==> config.mk <==
export PLATFORM = sky130hd
export DESIGN_NAME = mc_request_issuer_flat
export DESIGN_NICKNAME = d
export VERILOG_FILES = /design/src/rtl/mc_issuer_pkg.sv /design/src/rtl/mc_request_issuer_if.sv /design/src/rtl/mc_req_fifo.sv /design/src/rtl/mc_request_issuer.sv /design/src/flat_wrapper.sv
export SDC_FILE = /design/constraint.sdc
export NUM_CORES = 1
export LEC_CHECK = 0
export ABC_AREA = 1
export CORE_MARGIN = 2
export CORE_UTILIZATION = 35
export CTS_BUF_LIST = sky130_fd_sc_hd__clkbuf_2 sky130_fd_sc_hd__clkbuf_4 sky130_fd_sc_hd__clkbuf_8
export CTS_CLUSTER_DIAMETER = 150
export DETAILED_ROUTE_END_ITERATION = 6
export MAX_ROUTING_LAYER = met4
export PLACE_DENSITY_LB_ADDON = 0.05
export SYNTH_ARGS = -nofsm -noshare
export SYNTH_HDL_FRONTEND = slang
export SYNTH_SLANG_ARGS = --single-unit
export TNS_END_PERCENT = 1
==> constraint.sdc <==
create_clock -name clk -period 3.4 [get_ports clk]
set_clock_uncertainty 0.05 [all_clocks]
set_input_delay 0.85 -clock clk [delete_from_list [all_inputs] [get_ports clk]]
set_output_delay 0.85 -clock clk [all_outputs]
set_load 0.005 [all_outputs]
==> src/rtl/mc_issuer_pkg.sv <==
// Shared constants, opcode encodings and FSM state type for the DDR5 request issuer.
// Opcode bit 0 doubles as the controller's command-valid bit (word bit 28).
package mc_issuer_pkg;

  localparam int unsigned ADDR_WIDTH     = 28;
  localparam int unsigned CMD_WIDTH      = 32;
  localparam int unsigned CMD_OPCODE_MSB = 31;
  localparam int unsigned CMD_OPCODE_LSB = 28;

  localparam logic [3:0] OP_NOP     = 4'h0;
  localparam logic [3:0] OP_READ    = 4'h1;
  localparam logic [3:0] OP_WRITE   = 4'h3;
  localparam logic [3:0] OP_REFRESH = 4'h5;

  typedef enum logic [1:0] {
    IDLE,
    ISSUE,
    GAP
  } issuer_state_e;

  function automatic logic [CMD_WIDTH-1:0] make_cmd(input logic [3:0]            op,
                                                    input logic [ADDR_WIDTH-1:0] addr);
    logic [CMD_WIDTH-1:0] cmd;
    cmd                                = '0;
    cmd[CMD_OPCODE_MSB:CMD_OPCODE_LSB] = op;
    cmd[ADDR_WIDTH-1:0]                = addr;
    return cmd;
  endfunction

endpackage

==> src/rtl/mc_request_issuer_if.sv <==
// Host request handshake plus controller-facing command bus of the request issuer.
// master = the issuer itself, slave = host/controller side driving it.
interface mc_request_issuer_if #(
  parameter int unsigned FIFO_DEPTH = 8
);
  import mc_issuer_pkg::*;

  logic                          req_valid;
  logic                          req_ready;
  logic                          req_write;
  logic [ADDR_WIDTH-1:0]         req_addr;
  logic                          memory_interface_ready;
  logic [CMD_WIDTH-1:0]          system_bus;
  logic [$clog2(FIFO_DEPTH):0]   fifo_count;
  logic                          refresh_overdue;

  modport master (
    input  req_valid,
    input  req_write,
    input  req_addr,
    input  memory_interface_ready,
    output req_ready,
    output system_bus,
    output fifo_count,
    output refresh_overdue
  );

  modport slave (
    output req_valid,
    output req_write,
    output req_addr,
    output memory_interface_ready,
    input  req_ready,
    input  system_bus,
    input  fifo_count,
    input  refresh_overdue
  );

endinterface

==> src/rtl/mc_req_fifo.sv <==
// In-order request FIFO with first-word-fallthrough read data and registered occupancy.
// DEPTH must be a power of two so the pointers wrap naturally.
module mc_req_fifo #(
  parameter int unsigned DEPTH = 8,
  parameter int unsigned WIDTH = 29
) (
  input  logic                     clk_i,
  input  logic                     rst_i,
  input  logic                     push_i,
  input  logic [WIDTH-1:0]         wdata_i,
  input  logic                     pop_i,
  output logic [WIDTH-1:0]         rdata_o,
  output logic [$clog2(DEPTH):0]   count_o,
  output logic                     full_o,
  output logic                     empty_o
);

  localparam int unsigned PtrW = $clog2(DEPTH);
  localparam int unsigned CntW = PtrW + 1;

  logic [WIDTH-1:0] mem_q [DEPTH];
  logic [WIDTH-1:0] mem_d [DEPTH];
  logic [PtrW-1:0]  wr_ptr_q, wr_ptr_d;
  logic [PtrW-1:0]  rd_ptr_q, rd_ptr_d;
  logic [CntW-1:0]  count_q, count_d;
  logic             do_push, do_pop;

  assign full_o  = (count_q == CntW'(DEPTH));
  assign empty_o = (count_q == '0);
  assign count_o = count_q;
  assign rdata_o = mem_q[rd_ptr_q];

  assign do_push = push_i && !full_o;
  assign do_pop  = pop_i && !empty_o;

  always_comb begin
    mem_d    = mem_q;
    wr_ptr_d = wr_ptr_q;
    rd_ptr_d = rd_ptr_q;
    count_d  = count_q;
    if (do_push) begin
      mem_d[wr_ptr_q] = wdata_i;
      wr_ptr_d        = wr_ptr_q + PtrW'(1);
    end
    if (do_pop) begin
      rd_ptr_d = rd_ptr_q + PtrW'(1);
    end
    case ({do_push, do_pop})
      2'b10:   count_d = count_q + CntW'(1);
      2'b01:   count_d = count_q - CntW'(1);
      default: count_d = count_q;
    endcase
  end

  always_ff @(posedge clk_i) begin
    if (rst_i) begin
      wr_ptr_q <= '0;
      rd_ptr_q <= '0;
      count_q  <= '0;
    end else begin
      wr_ptr_q <= wr_ptr_d;
      rd_ptr_q <= rd_ptr_d;
      count_q  <= count_d;
    end
  end

  // Storage needs no reset: entries are only read once the count says they are valid.
  always_ff @(posedge clk_i) begin
    mem_q <= mem_d;
  end

endmodule

==> src/rtl/mc_request_issuer.sv <==
// Buffers host requests, injects periodic refreshes and serialises them as one-cycle
// command words on the DDR5 controller's system_bus, with a forced gap between words.
module mc_request_issuer
  import mc_issuer_pkg::*;
#(
  parameter int unsigned FIFO_DEPTH       = 8,
  parameter int unsigned REFRESH_INTERVAL = 3900,
  parameter int unsigned ISSUE_GAP        = 2
) (
  input logic                 clk,
  input logic                 reset,
  mc_request_issuer_if.master mc_if
);

  localparam int unsigned RefW = $clog2(REFRESH_INTERVAL);
  localparam int unsigned GapW = (ISSUE_GAP > 2) ? $clog2(ISSUE_GAP) : 1;
  localparam logic [RefW-1:0] RefLast = RefW'(REFRESH_INTERVAL - 1);
  // The IDLE decision cycle is itself a NOP cycle, so GAP lasts ISSUE_GAP-1 cycles.
  localparam logic [GapW-1:0] GapLoad = GapW'((ISSUE_GAP > 1) ? ISSUE_GAP - 2 : 0);

  issuer_state_e        state_q, state_d;
  logic [CMD_WIDTH-1:0] bus_q, bus_d;
  logic [GapW-1:0]      gap_q, gap_d;
  logic [RefW-1:0]      ref_cnt_q, ref_cnt_d;
  logic                 pending_q, pending_d;
  logic                 overdue_q, overdue_d;

  logic                  fifo_push, fifo_pop, fifo_full, fifo_empty;
  logic [ADDR_WIDTH:0]   fifo_head;
  logic                  ref_wrap, issue_refresh;

  assign fifo_push = mc_if.req_valid && !fifo_full;

  mc_req_fifo #(
    .DEPTH (FIFO_DEPTH),
    .WIDTH (ADDR_WIDTH + 1)
  ) u_fifo (
    .clk_i   (clk),
    .rst_i   (reset),
    .push_i  (fifo_push),
    .wdata_i ({mc_if.req_write, mc_if.req_addr}),
    .pop_i   (fifo_pop),
    .rdata_o (fifo_head),
    .count_o (mc_if.fifo_count),
    .full_o  (fifo_full),
    .empty_o (fifo_empty)
  );

  assign mc_if.req_ready       = !fifo_full;
  assign mc_if.system_bus      = bus_q;
  assign mc_if.refresh_overdue = overdue_q;

  assign ref_wrap  = (ref_cnt_q == RefLast);
  assign ref_cnt_d = ref_wrap ? '0 : ref_cnt_q + RefW'(1);

  always_comb begin
    state_d       = state_q;
    bus_d         = bus_q;
    gap_d         = gap_q;
    fifo_pop      = 1'b0;
    issue_refresh = 1'b0;
    case (state_q)
      IDLE: begin
        if (mc_if.memory_interface_ready && (pending_q || !fifo_empty)) begin
          state_d = ISSUE;
          if (pending_q) begin
            issue_refresh = 1'b1;
            bus_d         = make_cmd(OP_REFRESH, '0);
          end else begin
            fifo_pop = 1'b1;
            bus_d    = make_cmd(fifo_head[ADDR_WIDTH] ? OP_WRITE : OP_READ,
                                fifo_head[ADDR_WIDTH-1:0]);
          end
        end
      end
      ISSUE: begin
        bus_d = make_cmd(OP_NOP, '0);
        if (ISSUE_GAP > 1) begin
          state_d = GAP;
          gap_d   = GapLoad;
        end else begin
          state_d = IDLE;
        end
      end
      GAP: begin
        if (gap_q == '0) begin
          state_d = IDLE;
        end else begin
          gap_d = gap_q - GapW'(1);
        end
      end
      default: state_d = IDLE;
    endcase
  end

  // A new expiry re-arms the pending flag even if the old refresh is issued on the same edge.
  assign pending_d = ref_wrap || (pending_q && !issue_refresh);
  assign overdue_d = ref_wrap && pending_q && !issue_refresh;

  always_ff @(posedge clk) begin
    if (reset) begin
      state_q   <= IDLE;
      bus_q     <= '0;
      gap_q     <= '0;
      ref_cnt_q <= '0;
      pending_q <= 1'b0;
      overdue_q <= 1'b0;
    end else begin
      state_q   <= state_d;
      bus_q     <= bus_d;
      gap_q     <= gap_d;
      ref_cnt_q <= ref_cnt_d;
      pending_q <= pending_d;
      overdue_q <= overdue_d;
    end
  end

endmodule

==> src/flat_wrapper.sv <==
// flat-port wrapper written by rule: the top's interface ports become plain ports
module mc_request_issuer_flat import mc_issuer_pkg::*;
#(
  parameter int unsigned FIFO_DEPTH       = 8,
  parameter int unsigned REFRESH_INTERVAL = 3900,
  parameter int unsigned ISSUE_GAP        = 2
)
  (clk, reset, mc_if_req_valid, mc_if_req_write, mc_if_req_addr, mc_if_memory_interface_ready, mc_if_req_ready, mc_if_system_bus, mc_if_fifo_count, mc_if_refresh_overdue);
  mc_request_issuer_if #(.FIFO_DEPTH(FIFO_DEPTH)) mc_if_i ();
  input logic clk;
  input logic reset;
  input wire logic [$bits(mc_if_i.req_valid)-1:0] mc_if_req_valid;
  input wire logic [$bits(mc_if_i.req_write)-1:0] mc_if_req_write;
  input wire logic [$bits(mc_if_i.req_addr)-1:0] mc_if_req_addr;
  input wire logic [$bits(mc_if_i.memory_interface_ready)-1:0] mc_if_memory_interface_ready;
  output wire logic [$bits(mc_if_i.req_ready)-1:0] mc_if_req_ready;
  output wire logic [$bits(mc_if_i.system_bus)-1:0] mc_if_system_bus;
  output wire logic [$bits(mc_if_i.fifo_count)-1:0] mc_if_fifo_count;
  output wire logic [$bits(mc_if_i.refresh_overdue)-1:0] mc_if_refresh_overdue;
  assign mc_if_i.req_valid = mc_if_req_valid;
  assign mc_if_i.req_write = mc_if_req_write;
  assign mc_if_i.req_addr = mc_if_req_addr;
  assign mc_if_i.memory_interface_ready = mc_if_memory_interface_ready;
  assign mc_if_req_ready = mc_if_i.req_ready;
  assign mc_if_system_bus = mc_if_i.system_bus;
  assign mc_if_fifo_count = mc_if_i.fifo_count;
  assign mc_if_refresh_overdue = mc_if_i.refresh_overdue;
  mc_request_issuer #(.FIFO_DEPTH(FIFO_DEPTH), .REFRESH_INTERVAL(REFRESH_INTERVAL), .ISSUE_GAP(ISSUE_GAP)) u_core (.clk(clk), .reset(reset), .mc_if(mc_if_i));
endmodule
==> impl_results.md, run 1 <==
* Synth Register Bits at about 290
* Clk slew on worst S/H paths at about 0.060 ns
* Final setup fails at 0
* Worst-path fanout max at 5
* Final cycle utilization of the critical path at roughly 79%
* Pin count of the biggest net entering global routing at between 100 and 150
* P_leak at 5.80 nW
* Drt total wl at 30.3 mm
* FFs w/ async S/R, synth at 0%
* Peak supply drop at 0.281 mV
* PortBufs at between 60 and 70
* Post-cts repair resize count at 0
* Post-detail-place hpwl at around 17 mm
* Slowest stage delay, CP at 0.50 ns
* Detailed Routing Iterations Pass 1 at 5
* Number of global-route vias before repair at ~8000
* Max-slew violation count at 0
* Final hold violations at 0
* Number of synthesized flops with an enable pin at 232
* Min-Delay Path Class: reg2reg
* CP Launch Point: u_core.u_fifo.count_o[1]
* Multi-input combinational cell area at roughly 0.0030 mm2
* Boundary Pins at between 70 and 80
* FF/Latch Area at slightly above 0.008 mm2
* Highest Clock Rate at ~370 MHz
* Critical Path End: mc_if_req_ready
* DRT iter0 DRCs at between 400 and 500
* Startpoint Class: flip-flop
* Top cells by area, synth: edfxtp_1 (58%), nand2_1 (10%), dfxtp_1 (9.5%), nand3_1 (8.8%), inv_1 (6.1%)
* Pwr Density at around 680 mW/mm2
* Cts bufs inserted at 50
* WP data required at about 2.5 ns
* Period minus WS final at around 2.7 ns
* Synth area leader: edfxtp_1
* Reg2Reg Depth at 9
* Sequential fraction of the synthesis area at around two thirds
* Mapped Nets at approximately 1200
* GRT Overall Usage at between 10% and 20%
* CP Capture Type: primary output
* Max clock buf depth at 3
* Crit-path cells: nor2_1 -> nand2_1 -> inv_1 -> nand2_1 -> clkdlybuf4s50_1
* Clk root buf: clkbuf_8
* Area share of the leading cell type in the synthesized netlist at approximately 58%
* Antenna Cells at 0
* Worst-Skew Late Latency at 0.57 ns
* Worst Tran Pin Value at 1.17 ns
* Setup Crit Path Kind: reg2out
* Filler cells at 3341
* Netlist cell types at 29
* DR WL/cell at between 15 and 20 um
* Initial core utilization at a little over a third
* Worst path arrival time at 1.78 ns
* Global-route wire length before repair at 47.2 mm
* Worst slack, placed at between 0.6 and 0.7 ns
* Postcts setup bufs at 0
* Residual DRC at 0
* Post-route setup slack at 0.717 ns
* TritonCTS clock tree: done
* # clock sinks at 289
* Nets@finish at 1326
* Synthesized area at around 0.012 mm2
* Row count at 68
* Post-synth top flop: edfxtp_1
* RSZ-0062 raised after global routing: no
* Max-Cap Viols at 0
* Slowest-stage cell, CP: clkdlybuf4s50_1
* Reg-to-reg startpoint: u_core.u_fifo.count_o[1]
* Max-Slew Margin vs Limit at a little over a fifth
* Vias per cell at ~4.6
* Synth-to-Final Area Change at 19.0%
* CTS H-Tree Depth at 2
* Overflow after GRT at 0
* Cells after Synth at around 1200
* DRT antenna net count at 0
* Chip Width at 190 um
* RePlAce Congestion at 0.751
* Status: complete, no violations
* Initial antenna violation count at 0
* Final TNS setup at 0 ns
* Most common cell on crit path: nand2_1
* Die Y at between 150 and 200 um
* Worst reg-to-reg setup slack at between 1 and 1.5 ns
* Share of layout cells above drive strength 1 at roughly 9.0%
* Hold-fix buffers, CTS at 0
* Worst r2r dst: u_core.u_fifo.mem_q[17]
* DIE AREA at 0.0360 mm2
* Core ar. at between 0.03 and 0.04 mm2
* Via Count at just over 8000
* YS warnings at 0
* Mean post-synth cell area at between 10 and 15 um2
per-stage QoR:
step	util, %	area [um2]	std cells	hold slack [ns]	total power, mW
floorplan	-	12100	1206	0.380	5.78
global placement	39.0	13400	1690	0.401	6.74
detailed placement	39.0	13400	1690	0.406	6.75
CTS	41.9	14400	1782	0.418	9.95
global route	41.9	14400	1782	0.431	10.4
finish	41.9	14400	1782	0.415	9.77
sequential cells by signal, indices dropped and copies added, names as in the netlist:
register	flops
u_core.u_fifo.wr_ptr_q	3
u_core.mc_if.system_bus	31
u_core.pending_q	1
u_core.state_q	2
u_core.u_fifo.rd_ptr_q	3
u_core.mc_if.refresh_overdue	1
u_core.u_fifo.count_o	4
u_core.u_fifo.mem_q	232
u_core.ref_cnt_q	12
how the worst min path moves through the flow:
stage | from | endpoint | slack, ns | cells past startpoint
after CTS | u_core.ref_cnt_q[11] | u_core.ref_cnt_q[11] | 0.42 | 2
after detailed placement | u_core.ref_cnt_q[0] | u_core.ref_cnt_q[0] | 0.41 | 1
after global routing | u_core.ref_cnt_q[0] | u_core.ref_cnt_q[0] | 0.43 | 1
final | u_core.ref_cnt_q[0] | u_core.ref_cnt_q[0] | 0.42 | 1
after global placement | u_core.ref_cnt_q[11] | u_core.ref_cnt_q[11] | 0.40 | 2
after floorplan | u_core.ref_cnt_q[0] | u_core.ref_cnt_q[0] | 0.38 | 1
cells by family after synthesis:
family / Yosys count / share of synthesized area, %
DFF: 289 / 67.2
other: 1 / 0.0311
xor gates and xnor gates: 6 / 0.435
adders and majority gates: 6 / 0.622
AOI/OAI and AO/OA: 58 / 2.44
and+or+nand+nor: 586 / 20.7
buffers and inverters: 260 / 8.61
metal layers:
metal  global-route usage (%)  routed length, um  up-vias  share of wire, %
met1                     23.0              14100     3878                46
met5                        -                  0        -                 0
met2                     28.7              14500      142                48
met4                     5.22                651        0               2.2
li1                         -                  -     4091                 -
met3                     2.95               1060       46               3.5
cells in the mapped netlist (all sizes together), types with 3 or more instances:
cell type	number
a21oi	48
buf	30
clkbuf	29
dfxtp	57
edfxtp	232
ha	6
inv	201
nand2	330
nand3	213
nor2	33
nor3	3
o21ai	10
or2	3
xor2	4
placed cells by master, fill, tap and decap left out, types with 4 or more instances in the layout:
| cell | instances |
|---|---|
| a21oi_1 | 48 |
| buf_12 | 9 |
| buf_4 | 10 |
| clkbuf_4 | 21 |
| clkbuf_8 | 54 |
| clkdlybuf4s50_1 | 68 |
| clkinv_1 | 12 |
| dfxtp_1 | 55 |
| edfxtp_1 | 232 |
| ha_1 | 6 |
| inv_1 | 197 |
| nand2_1 | 329 |
| nand3_1 | 213 |
| nor2_1 | 24 |
| nor2_4 | 9 |
| o21ai_0 | 9 |
| xor2_1 | 4 |
report_power, final:
| group | total, mW | internal, mW | leakage (nW) | switching, mW |
|---|---|---|---|---|
| clock | 3.16 | 1.76 | 0.530 | 1.40 |
| combinational | 2.40 | 0.822 | 2.70 | 1.58 |
| sequential | 4.21 | 4.08 | 2.57 | 0.128 |
final cells by class:
cell class | count | area share [%]
sequential | 289 | 56.5
multi-input combinational | 657 | 20.8
timing repair buffer | 88 | 6.55
clock buffer | 75 | 6.27
inverter | 201 | 5.27
tap | 455 | 3.96
clock inverter | 17 | 0.679
worst max-delay path: cells and delay by family, from the launching register on:
family | cells | cell delay [ns]
buf+inv | 2 | 0.54
flops | 1 | 0.43
simple gates | 3 | 0.24
Note: power is estimated with default switching activity, not from simulation.
==> run 2: changes to the inputs <==
clock period = 2.3 ns   (was 3.4 ns; I/O delays follow)
==> run 2 against run 1 <==
Net effect: register-to-register slack got worse by 0.97 ns; die area did not move; global-route usage rose by 0.24 points; design area rose by 1.8%; largest power group unchanged; final cell count rose by 1.3%.
==> impl_results.md, run 2 (synthesized netlist as in run 1, its figures left out) <==
* Worst Hold Slack at 0.290 ns (-0.125 ns)
* Period minus WS final at approximately 2.2 ns
* Residual DRC at 0 (unchanged)
* # clock sinks at 289 (unchanged)
* Post-route setup slack at 0.111 ns (-0.606 ns)
* Max-Slew Margin vs Limit at 17.8% (-3.6 points)
* RSZ-0062 raised after global routing: no
* Vias per cell at 4.58 (about the same)
* Setup Crit Path Kind: reg2out
* Filler cells at 3349 (+0.24%)
* P_leak at 5.96 nW (+2.8%)
* Pwr Density at 1000 mW/mm2 (+48%)
* Detailed Routing Iterations Pass 1 at 5 (unchanged)
* CTS H-Tree Depth at 2 (unchanged)
* Final hold violations at 0 (unchanged)
* Pin count of the biggest net entering global routing at 60 (-41%)
* DIE AREA at 0.0360 mm2 (unchanged)
* Biggest register: u_core.u_fifo.mem_q
* Synth-to-Final Area Change at 21.2%
* Max clock buf depth at 3 (unchanged)
* Initial core utilization at 35.2% (unchanged)
* Most frequent cells in the layout: nand2_1 (329), edfxtp_1 (232), nand3_1 (213)
* Status: complete, no violations
* GRT Overall Usage at 18.0% (+0.24 points)
* TritonCTS clock tree: done
* Row count at 68 (unchanged)
* Worst-Skew Late Latency at 0.58 ns (about the same)
* Cts bufs inserted at 52 (+4.0%)
* Final cycle utilization of the critical path at around 95%
* Drt total wl at 30.6 mm (+1.0%)
* Share of layout cells above drive strength 1 at 11.3% (+2.4 points)
* Highest Clock Rate at 457 MHz
* Overflow after GRT at 0 (unchanged)
* Max-Cap Viols at 0 (unchanged)
* Worst Tran Pin Value at 1.23 ns (+0.0541 ns)
* Post-route insts no fill at 1806 (+1.3%)
* Nets@finish at 1350 (+1.8%)
* Worst path arrival time at 1.56 ns (-0.22 ns)
* Chip Width at 190 um (unchanged)
* DRT antenna net count at 0 (unchanged)
* Core ar. at 0.0343 mm2 (unchanged)
* Initial antenna violation count at 0 (unchanged)
* WP data required at 1.67 ns (-0.83 ns)
* Final instance area at 0.0146 mm2 (+1.8%)
* DRT iter0 DRCs at 425 (-0.47%)
* Max-slew violation count at 0 (unchanged)
* Startpoint Class: flip-flop
* Post-detail-place hpwl at 18.1 mm (+5.9%)
* Via Count at 8263 (+1.3%)
* Postcts setup bufs at 0 (unchanged)
* Layout Utilization at 42.7% (+0.77 points)
* Die Y at 190 um (unchanged)
* Number of global-route vias before repair at 8158 (+1.7%)
* CP Capture Type: primary output
* PortBufs at 69 (unchanged)
* Final setup fails at 0 (unchanged)
* Placed cell areas at 0.0136 mm2 (+1.7%)
* DR WL/cell at 16.9 um (-0.30%)
* Peak supply drop at 0.470 mV (+67%)
* Cells after DPL at 1712 (+1.3%)
* Worst-path fanout max at 4 (-1)
* Clk slew on worst S/H paths at 0.06 ns (about the same)
* Worst slack, placed at -0.168 ns (-0.797 ns)
* Total power at 14.7 mW (+51%)
* Clk root buf: clkbuf_8
* Antenna Cells at 0 (unchanged)
* Boundary Pins at 71 (unchanged)
* Global-route wire length before repair at 47.7 mm (+1.1%)
* Final TNS setup at 0 ns (unchanged)
* Max reg flops at 232 (unchanged)
* Min-Delay Path Class: in2reg
* Leading cell type in the layout, fill and taps excluded: nand2_1
* RePlAce Congestion at 0.749 (-0.35%)
-- run 2: power breakdown --
| part | internal (mW) | switching (mW) | total (mW) |
|---|---|---|---|
| logic | 1.34 | 2.37 | 3.71 |
| registers | 6.04 | 0.189 | 6.23 |
| clock network | 2.73 | 2.03 | 4.76 |
-- run 2: layout make-up --
| cell class | instances | area [um2] | share of cell area, % |
|---|---|---|---|
| sequential | 289 | 8120 | 55.5 |
| clock buffer | 89 | 1010 | 6.92 |
| multi-input combinational | 657 | 3000 | 20.5 |
| timing repair buffer | 110 | 1170 | 7.98 |
| tap | 455 | 569 | 3.89 |
| inverter | 201 | 757 | 5.17 |
| clock inverter | 5 | 18.8 | 0.128 |
-- run 2: routing by layer --
metal	routed length, um	up-vias	GRT usage [%]
met4	776	0	5.96
met1	13900	3887	22.7
met2	14700	165	29.5
li1	-	4145	-
met5	0	-	-
met3	1200	66	2.97
-- run 2: final timing paths --
check / start / endpoint / slack (ns) / cells past startpoint
max: u_core.u_fifo.count_o[1] / mc_if_fifo_count[1] / 0.11 / 2
min: reset / u_core.u_fifo.count_o[3] / 0.29 / 4
max reg2reg: u_core.u_fifo.count_o[3] / u_core.mc_if.system_bus[14] / 0.29 / 5
min reg2reg: u_core.ref_cnt_q[11] / u_core.ref_cnt_q[11] / 0.41 / 2
-- run 2: timing repair --
item,4_1_cts,5_1_grt
setup endpoints to repair,1,0
gates resized for setup,4,0
hold buffers,0,0
-- run 2: worst max-delay path, stage by stage (launching register included) --
cell	delay, ns
dfxtp_1	0.35
buf_4	0.14
clkdlybuf4s50_1	0.49
==> run 3: changes to the inputs <==
==> constraint.sdc (replaced) <==
create_clock -name clk -period 2.3 [get_ports clk]
set_clock_uncertainty 0.05 [all_clocks]
set_input_delay 0.575 -clock clk [delete_from_list [all_inputs] [get_ports clk]]
set_output_delay 0.575 -clock clk [all_outputs]
set_load 0.1 [all_outputs]
==> run 3 against run 2 <==
Net effect: core utilization increased by 0.069 points; final cell count about the same; critical endpoint is now mc_if_req_ready; sequential power about the same; hold slack improved by 0.0047 ns; sequential share of layout area about the same; clock-buffer cell count decreased by 2; global-route usage decreased by 0.088 points; highest routed layer unchanged; register-to-register slack improved by 0.05 ns; worst setup slack improved by 0.034 ns.
==> impl_results.md, run 3 (synthesized netlist as in run 1, its figures left out) <==
* Residual DRC at 0 (unchanged)
* Die Y at 190 um (unchanged)
* Number of global-route vias before repair at 8319 (+2.0%)
* # clock sinks at 289 (unchanged)
* Post-route insts no fill at 1805 (-0.055%)
* Most frequent cells in the layout: nand2_1 (327), edfxtp_1 (232), nand3_1 (213)
* Biggest register: u_core.u_fifo.mem_q
* Max reg flops at 232 (unchanged)
* DIE AREA at 0.0360 mm2 (unchanged)
* Worst-Skew Late Latency at 0.59 ns (about the same)
* Startpoint Class: flip-flop
* CP Capture Type: primary output
* Postcts setup bufs at 0 (unchanged)
* RePlAce Congestion at 0.730 (-2.6%)
* Cts bufs inserted at 51 (-1.9%)
* Final instance area at 0.0147 mm2 (+0.16%)
* Chip Width at 190 um (unchanged)
* Boundary Pins at 71 (unchanged)
* Row count at 68 (unchanged)
* Post-cts repair resize count at 0 (-4)
* Post-detail-place hpwl at 17.0 mm (-6.0%)
* Hold-fix buffers, CTS at 0 (unchanged)
* Clk root buf: clkbuf_8
* GRT Overall Usage at 17.9% (-0.088 points)
* DR WL/cell at 16.7 um (-1.3%)
* Filler cells at 3322 (-0.81%)
* Worst Tran Pin Value at 0.627 ns (-0.602 ns)
* Pwr Density at 1110 mW/mm2 (+10%)
* Peak supply drop at 0.534 mV (+14%)
* Detailed Routing Iterations Pass 1 at 4 (-1)
* Setup Crit Path Kind: reg2out
* Vias per cell at 4.65 (+1.6%)
* Final setup fails at 0 (unchanged)
* Worst Hold Slack at 0.295 ns (+0.00467 ns)
* Initial antenna violation count at 0 (unchanged)
* CTS H-Tree Depth at 2 (unchanged)
* Pin count of the biggest net entering global routing at 118 (+97%)
* Period minus WS final at 2.15 ns (-0.0340 ns)
* Via Count at 8394 (+1.6%)
* Clk slew on worst S/H paths at 0.06 ns (about the same)
* TritonCTS clock tree: done
* Overflow after GRT at 0 (unchanged)
* Max-Cap Viols at 0 (unchanged)
* Synth-to-Final Area Change at 21.4%
* Max-slew violation count at 0 (unchanged)
* Max clock buf depth at 3 (unchanged)
* P_leak at 6.06 nW (+1.7%)
* Layout Utilization at 42.8% (+0.069 points)
* Max-Slew Margin vs Limit at 58.2% (+40 points)
* Core ar. at 0.0343 mm2 (unchanged)
* Min-Delay Path Class: in2reg
* Final hold violations at 0 (unchanged)
* Final TNS setup at 0 ns (unchanged)
* Worst path arrival time at 1.53 ns (-0.03 ns)
* Global-route wire length before repair at 47.6 mm (-0.17%)
* RSZ-0062 raised after global routing: no
* Cells after DPL at 1709 (-0.18%)
* Leading cell type in the layout, fill and taps excluded: nand2_1
* Worst-path fanout max at 4 (unchanged)
* Placed cell areas at 0.0136 mm2 (-0.19%)
* Highest Clock Rate at 464 MHz (+1.6%)
* DRT antenna net count at 0 (unchanged)
* Final cycle utilization of the critical path at 93.7% (-1.5 points)
* Nets@finish at 1346 (-0.30%)
* Initial core utilization at 35.2% (unchanged)
* Share of layout cells above drive strength 1 at 14.2% (+2.9 points)
* Drt total wl at 30.2 mm (-1.4%)
* Status: complete, no violations
* PortBufs at 69 (unchanged)
* DRT iter0 DRCs at 420 (-1.2%)
* WP data required at 1.67 ns (about the same)
* Antenna Cells at 0 (unchanged)
## run 3: power breakdown
group	internal (mW)	total, mW	switching [mW]
Clock	2.88	4.94	2.07
Sequential	6.05	6.25	0.200
Combinational	1.34	5.05	3.71
## run 3: path summary, 6_finish.rpt
path | startpoint | cells after the start | slack (ns) | end
hold reg to reg | u_core.ref_cnt_q[11] | 2 | 0.41 | u_core.ref_cnt_q[11]
setup / recovery | u_core.u_fifo.count_o[0] | 5 | 0.15 | mc_if_req_ready
setup reg to reg | u_core.u_fifo.count_o[0] | 13 | 0.34 | u_core.u_fifo.count_o[2]
hold / removal | reset | 4 | 0.30 | u_core.u_fifo.rd_ptr_q[2]
## run 3: cell type report
| cell class | count | area (um2) | share of cell area, % |
|---|---|---|---|
| clock buffers | 87 | 1020 | 6.93 |
| clock inverters | 9 | 68.8 | 0.469 |
| well taps | 455 | 569 | 3.88 |
| flip-flops and latches | 289 | 8130 | 55.4 |
| multi-input cells | 657 | 3020 | 20.6 |
| inverters | 201 | 757 | 5.16 |
| repair buffers | 107 | 1100 | 7.53 |
## run 3: routing by layer
layer | routed length [um] | vias up | part of all wire, % | global-route usage, %
met2 | 14600 | 158 | 48 | 29.9
li1 | - | 4143 | - | -
met4 | 575 | 0 | 1.9 | 4.86
met3 | 1190 | 56 | 3.9 | 3.15
met5 | 0 | - | 0 | -
met1 | 13800 | 4037 | 46 | 22.5
## run 3: critical path, cell delays in order (launching register included)
cell and delay (ns):
dfxtp_4 0.35, nor2_1 0.13, nand2_1 0.10, inv_1 0.15, nand2_8 0.07, buf_12 0.17
## run 3: metrics by stage
stage	power [mW]	setup WS (ns)
after detailed placement	11.5	-0.120
after global placement	11.5	-0.105
final	16.2	0.145
after floorplan	9.94	-0.00214
after CTS	16.5	0.0869
after global routing	17.2	0.0235
